==> config.mk <==
export PLATFORM = sky130hd
export DESIGN_NAME = bp_flush_controller_flat
export DESIGN_NICKNAME = d
export VERILOG_FILES = /design/src/rtl/bp_flush_controller_if.sv /design/src/rtl/bp_flush_controller.sv /design/src/flat_wrapper.sv
export SDC_FILE = /design/constraint.sdc
export NUM_CORES = 1
export LEC_CHECK = 0
export CELL_PAD_IN_SITES_DETAIL_PLACEMENT = 1
export CELL_PAD_IN_SITES_GLOBAL_PLACEMENT = 1
export CORE_ASPECT_RATIO = 1.75
export CORE_MARGIN = 2
export CORE_UTILIZATION = 36
export CTS_CLUSTER_SIZE = 40
export DETAILED_ROUTE_END_ITERATION = 16
export GPL_TIMING_DRIVEN = 0
export PLACE_DENSITY_LB_ADDON = 0.1
export SLEW_MARGIN = 10
export SYNTH_ARGS = -nofsm -noshare
export SYNTH_HDL_FRONTEND = slang
export SYNTH_SLANG_ARGS = --single-unit
==> constraint.sdc <==
create_clock -name clk -period 2.6 [get_ports clk]
set_input_delay 0.65 -clock clk [delete_from_list [all_inputs] [get_ports clk]]
set_output_delay 0.65 -clock clk [all_outputs]
set_load 0.02 [all_outputs]
==> src/rtl/bp_flush_controller_if.sv <==
// Tag-bank write port and flush control bundle for the branch predictor flush controller.
// master = controller side, slave = predictor/exec side.
interface bp_flush_controller_if #(
    parameter int ENTRIES    = 512,
    parameter int WAYS       = 2,
    parameter int DROP_CNT_W = 8
);
    localparam int ADDR_W = $clog2(ENTRIES);

    // Handshake: upd_valid has no ready. An update is always accepted in the cycle it is
    // presented; during a sweep it is discarded and counted in dropped_updates instead.
    logic                  flush_req;
    logic                  flush_done;
    logic                  busy;
    logic                  upd_valid;
    logic [ADDR_W-1:0]     upd_addr;
    logic [WAYS-1:0]       upd_way;
    logic [WAYS-1:0]       ram_we;
    logic [ADDR_W-1:0]     ram_waddr;
    logic                  ram_clear;
    logic                  lookup_disable;
    logic [DROP_CNT_W-1:0] dropped_updates;
    logic [1:0]            dbg_state;

    modport master (
        input  flush_req, upd_valid, upd_addr, upd_way,
        output flush_done, busy, ram_we, ram_waddr, ram_clear, lookup_disable,
               dropped_updates, dbg_state
    );

    modport slave (
        output flush_req, upd_valid, upd_addr, upd_way,
        input  flush_done, busy, ram_we, ram_waddr, ram_clear, lookup_disable,
               dropped_updates, dbg_state
    );
endinterface

==> src/rtl/bp_flush_controller.sv <==
// Branch predictor tag-bank flush controller: arbitrates the shared tag write port between
// execution updates and a full-table clear sweep, and gates prediction use while sweeping.
module bp_flush_controller #(
    parameter int ENTRIES       = 512,
    parameter int WAYS          = 2,
    parameter int INIT_ON_RESET = 1,
    parameter int DROP_CNT_W    = 8
) (
    input  logic                    clk,
    input  logic                    rst,
    bp_flush_controller_if.master   bus
);
    localparam int ADDR_W = $clog2(ENTRIES);

    typedef enum logic [1:0] {
        S_IDLE  = 2'd0,
        S_SWEEP = 2'd1,
        S_DONE  = 2'd2
    } state_t;

    state_t                state_q;
    logic [ADDR_W-1:0]     cnt_q;
    logic                  pending_q;
    logic                  init_q;
    logic                  busy_q;
    logic                  done_q;
    logic [DROP_CNT_W-1:0] drop_q;
    logic                  sweep;

    // init_q requests the power-on sweep without occupying pending_q, which only records
    // requests that arrive while a sweep is already running.
    always_ff @(posedge clk) begin
        if (rst) begin
            state_q   <= S_IDLE;
            cnt_q     <= '0;
            pending_q <= 1'b0;
            init_q    <= (INIT_ON_RESET != 0);
            busy_q    <= 1'b0;
            done_q    <= 1'b0;
            drop_q    <= '0;
        end else begin
            done_q <= 1'b0;
            case (state_q)
                S_IDLE: begin
                    if (bus.flush_req || init_q) begin
                        state_q <= S_SWEEP;
                        cnt_q   <= '0;
                        busy_q  <= 1'b1;
                        init_q  <= 1'b0;
                    end
                end
                S_SWEEP: begin
                    cnt_q <= cnt_q + 1'b1;
                    if (bus.flush_req) begin
                        pending_q <= 1'b1;
                    end
                    if (bus.upd_valid && (drop_q != {DROP_CNT_W{1'b1}})) begin
                        drop_q <= drop_q + 1'b1;
                    end
                    if (cnt_q == ADDR_W'(ENTRIES - 1)) begin
                        state_q <= S_DONE;
                        busy_q  <= 1'b0;
                        done_q  <= 1'b1;
                    end
                end
                S_DONE: begin
                    if (pending_q || bus.flush_req) begin
                        state_q   <= S_SWEEP;
                        pending_q <= 1'b0;
                        cnt_q     <= '0;
                        busy_q    <= 1'b1;
                    end else begin
                        state_q <= S_IDLE;
                    end
                end
                default: begin
                    state_q <= S_IDLE;
                    busy_q  <= 1'b0;
                end
            endcase
        end
    end

    assign sweep = (state_q == S_SWEEP);

    // Outside a sweep the update path reaches the RAMs in the same cycle.
    assign bus.ram_we          = sweep ? {WAYS{1'b1}} : (bus.upd_way & {WAYS{bus.upd_valid}});
    assign bus.ram_waddr       = sweep ? cnt_q : bus.upd_addr;
    assign bus.ram_clear       = sweep;
    assign bus.busy            = busy_q;
    assign bus.lookup_disable  = busy_q;
    assign bus.flush_done      = done_q;
    assign bus.dropped_updates = drop_q;
    assign bus.dbg_state       = state_q;
endmodule
==> src/flat_wrapper.sv <==
// flat-port wrapper written by rule: the top's interface ports become plain ports
module bp_flush_controller_flat 
#(
    parameter int ENTRIES       = 512,
    parameter int WAYS          = 2,
    parameter int INIT_ON_RESET = 1,
    parameter int DROP_CNT_W    = 8
)
  (clk, rst, bus_flush_req, bus_upd_valid, bus_upd_addr, bus_upd_way, bus_flush_done, bus_busy, bus_ram_we, bus_ram_waddr, bus_ram_clear, bus_lookup_disable, bus_dropped_updates, bus_dbg_state);
  bp_flush_controller_if #(.ENTRIES(ENTRIES), .WAYS(WAYS), .DROP_CNT_W(DROP_CNT_W)) bus_i ();
  input  logic clk;
  input  logic rst;
  input wire logic [$bits(bus_i.flush_req)-1:0] bus_flush_req;
  input wire logic [$bits(bus_i.upd_valid)-1:0] bus_upd_valid;
  input wire logic [$bits(bus_i.upd_addr)-1:0] bus_upd_addr;
  input wire logic [$bits(bus_i.upd_way)-1:0] bus_upd_way;
  output wire logic [$bits(bus_i.flush_done)-1:0] bus_flush_done;
  output wire logic [$bits(bus_i.busy)-1:0] bus_busy;
  output wire logic [$bits(bus_i.ram_we)-1:0] bus_ram_we;
  output wire logic [$bits(bus_i.ram_waddr)-1:0] bus_ram_waddr;
  output wire logic [$bits(bus_i.ram_clear)-1:0] bus_ram_clear;
  output wire logic [$bits(bus_i.lookup_disable)-1:0] bus_lookup_disable;
  output wire logic [$bits(bus_i.dropped_updates)-1:0] bus_dropped_updates;
  output wire logic [$bits(bus_i.dbg_state)-1:0] bus_dbg_state;
  assign bus_i.flush_req = bus_flush_req;
  assign bus_i.upd_valid = bus_upd_valid;
  assign bus_i.upd_addr = bus_upd_addr;
  assign bus_i.upd_way = bus_upd_way;
  assign bus_flush_done = bus_i.flush_done;
  assign bus_busy = bus_i.busy;
  assign bus_ram_we = bus_i.ram_we;
  assign bus_ram_waddr = bus_i.ram_waddr;
  assign bus_ram_clear = bus_i.ram_clear;
  assign bus_lookup_disable = bus_i.lookup_disable;
  assign bus_dropped_updates = bus_i.dropped_updates;
  assign bus_dbg_state = bus_i.dbg_state;
  bp_flush_controller #(.ENTRIES(ENTRIES), .WAYS(WAYS), .INIT_ON_RESET(INIT_ON_RESET), .DROP_CNT_W(DROP_CNT_W)) u_core (.clk(clk), .rst(rst), .bus(bus_i));
endmodule
==> impl_metrics.toml <==
[critical_path]
cp-end-kind = "output pin"
crit_path_max_fanout = 9
reg2reg_slack_ns = 0.96
path_class = "register to output pin"
worstRegToRegCells = 4
arrival_ns = 1.93
rr_startpoint = "u_core.bus.dbg_state[1]"
critPathRequiredTime_ns = 1.95
start_kind = "register"
r2r-end = "u_core.cnt_q[7]"

[finish]
final_cells = 242
area_growth_pct = 40.56
n_antenna_cell = 0
fin_area_um2 = 1817
fillCellCount = 422
layout-drive-gt1-share_pct = 11.17
multi_input_area_um2 = 777.0
seqCellArea_um2 = 461.7
final_core_util_pct = 53.46
layout.nets = 216

[routing]
routed_via_density = 5.244
drt_iter0_drc = 18
drc = 0
firstDrtPassIters = 4
drtAntennaViolNets = 0
routedWlPerCell_um = 15.68
vias = 1269
wl_mm = 3.795

[timing]
slew_headroom_pct = 55.32
skew_ns = 0.008430
hold_viol = 0
layout_min_cycle_time_ns = 2.581
setup_viol = 0
report.final.slew_viol_count = 0
max_freq_mhz = 387.4
post-route-period-util_pct = 99.29
rsz0062_at_grt = "true"
hold_ws_ns = 0.4990
setup_ws_ns = 0.01854
worstMarginPinSlew_ns = 0.6652

[clock_tree]
root_buffer = "clkbuf_8"
path_clk_slew_ns = 0.08
cts_buffers = 3
cts_tree = "built"
cts_sinks = 23
ctsHoldBuffers = 0
clock_path_buffers = 2
clk_latency_ns = 0.27
htreeDepth = 1

[placement]
placedCellCount = 237
hpwlAfterDp_mm = 2.981
gp_congestion = 0.7489
place_area_um2 = 1729
dp_slack_ns = -0.09568
portBuffers = 38

[hold_path]
holdCritStartpoint = "u_core.cnt_q[8]"
hold_path_end = "u_core.cnt_q[8]"
min_path_cells = 2
hold_path.class = "register to register"

[synth]
synth.avg_cell_area_um2 = 8.393
synth_edf_count = 0
synth.lib_cells_used.distinct = 34
synthFlopType = "dfxtp_1"
synth_area_um2 = 1292
ys_warn_count = 0
async_flop_share_pct = 0
postSynthCellCount = 154
syn-num-nets = 172
ys_ff_latch = 23
synth_seq_area_share_pct = 35.62

[global_route]
grt_pass1_wl_mm = 6.617
grt_pass1_vias = 1386
grt_antenna_before_repair = 0
gr-total-overflow = 0
grt_max_degree = 14
grtUsageTotal_pct = 20.03

[pwr]
p_per_area_nw_per_um2 = 440.9
p_leak_nw = 0.7412
clkPwrFrac_pct = 28.5
intPower_mw = 0.5604
switchingPower_mw = 0.2407
seq_power_share_pct = 46.8
ir_drop_v = 0.0002829
power_frac_comb_pct = 24.7
p_sw_share_pct = 30.04

[status]
status = "finished, final reports clean"

[floorplan]
io_pins = 40
die_w_um = 49.30
start_util_pct = 38.03
die-area_um2 = 4105
rows = 28
fp.coreArea_um2 = 3398
fp.dieH_um = 83.27

[job]
maxCapViolCount = 0
-- placed cells by master, fill, tap and decap left out, types with 4 or more instances in the layout --
cell and count:
nand2_1 37, a211oi_1 4, nor2_1 15, clkdlybuf4s50_1 28, dlymetal6s2s_1 9, xnor2_1 7
a21oi_1 11, o31ai_1 4, dfxtp_1 22, nand2b_1 4, nand3_1 9
-- routing by layer --
metal  vias to the layer above  part of all wire [%]  GRT usage, %  wire (um)
li1                        623                     -             -          -
met2                        28                    60         40.42       2274
met4                         0                   1.2         5.195         44
met3                         4                   3.2         2.518        121
met1                       614                    36         20.36       1354
met5                         -                     0             0          0
-- critical path, cell delays in order, from the launching register on --
cell             delay [ns]
dfxtp_1                0.34
buf_6                  0.15
nand2b_1               0.07
buf_4                  0.17
clkinvlp_2             0.23
nand2_1                0.13
nand2_1                0.05
clkdlybuf4s50_1        0.53
-- synth_stat cells, types with 2 or more instances --
cell type,number,share of area (%)
nand2_1,37,11
dfxtp_1,23,36
nor2_1,15,4.4
a21oi_1,11,4.3
nand3_1,9,3.5
xnor2_1,7,4.7
a211oi_1,4,2.3
nand2b_1,4,1.9
o31ai_1,4,2.3
clkbuf_1,3,0.87
ha_1,3,2.9
inv_1,3,0.87
or4_1,3,1.7
a2111oi_4,2,4.3
buf_2,2,0.77
nand4_1,2,0.97
nor3b_1,2,1.2
o21ai_0,2,0.77
o21bai_4,2,2.9
xor2_1,2,1.4
-- stage by stage --
step | TNS (ns) | power, mW
CTS | -0.0001983 | 0.8098
global placement | -0.4054 | 0.5734
global route | -0.1512 | 0.8364
detailed placement | -0.8733 | 0.5810
finish | 0 | 0.8010
floorplan | 0 | 0.4892
-- cell families after synthesis --
family	share of synthesized area (%)
fa+ha+maj	2.904
mux	1.646
xor+xnor	6.099
flops	35.62
buf+inv	4.259
compound gates	19.94
simple gates	29.52
-- registers in the layout, indices dropped and copies added, names as in the netlist --
register,flops
u_core.bus.flush_done,1
u_core.bus.dbg_state,2
u_core.pending_q,1
u_core.bus.dropped_updates,8
u_core.init_q,1
u_core.cnt_q,9
u_core.bus.busy,1
-- layout make-up --
cell class / count / share of cell area, %
inverters: 3 / 0.8264
repair buffers: 39 / 22.52
plain buffers: 7 / 2.548
flip-flops and latches: 23 / 25.41
clock buffers: 3 / 2.273
well taps: 45 / 3.099
repair inverters: 1 / 0.2755
multi-input cells: 120 / 42.77
clock inverters: 1 / 0.2755
-- timing repair --
action	4_1_cts	5_1_grt
setup buffers	1	0
gates resized for setup	6	9
endpoints found under the setup margin	12	11
gates cloned	1	0
-- how the worst max path moves through the flow --
stage	from	endpoint	slack (ns)	cells past startpoint
after floorplan	u_core.bus.dbg_state[0]	bus_ram_waddr[0]	0.35	7
after global placement	bus_upd_valid	bus_ram_we[1]	-0.06	4
after detailed placement	bus_upd_valid	bus_ram_we[0]	-0.1	4
after CTS	u_core.bus.dbg_state[0]	bus_ram_waddr[6]	-0.0002	7
after global routing	u_core.bus.dbg_state[1]	bus_ram_waddr[7]	-0.08	6
final	u_core.bus.dbg_state[0]	bus_ram_waddr[7]	0.02	7
-- power groups by stage --
stage	Combinational, mW	Clock, mW	Sequential, mW
6_report	0.198	0.228	0.375
5_1_grt	0.215	0.244	0.377
4_1_cts	0.204	0.231	0.375
3_5_place_dp	0.198	0	0.383
3_3_place_gp	0.191	0	0.383
2_1_floorplan	0.102	0	0.387
Note: power is estimated with default switching activity, not from simulation.
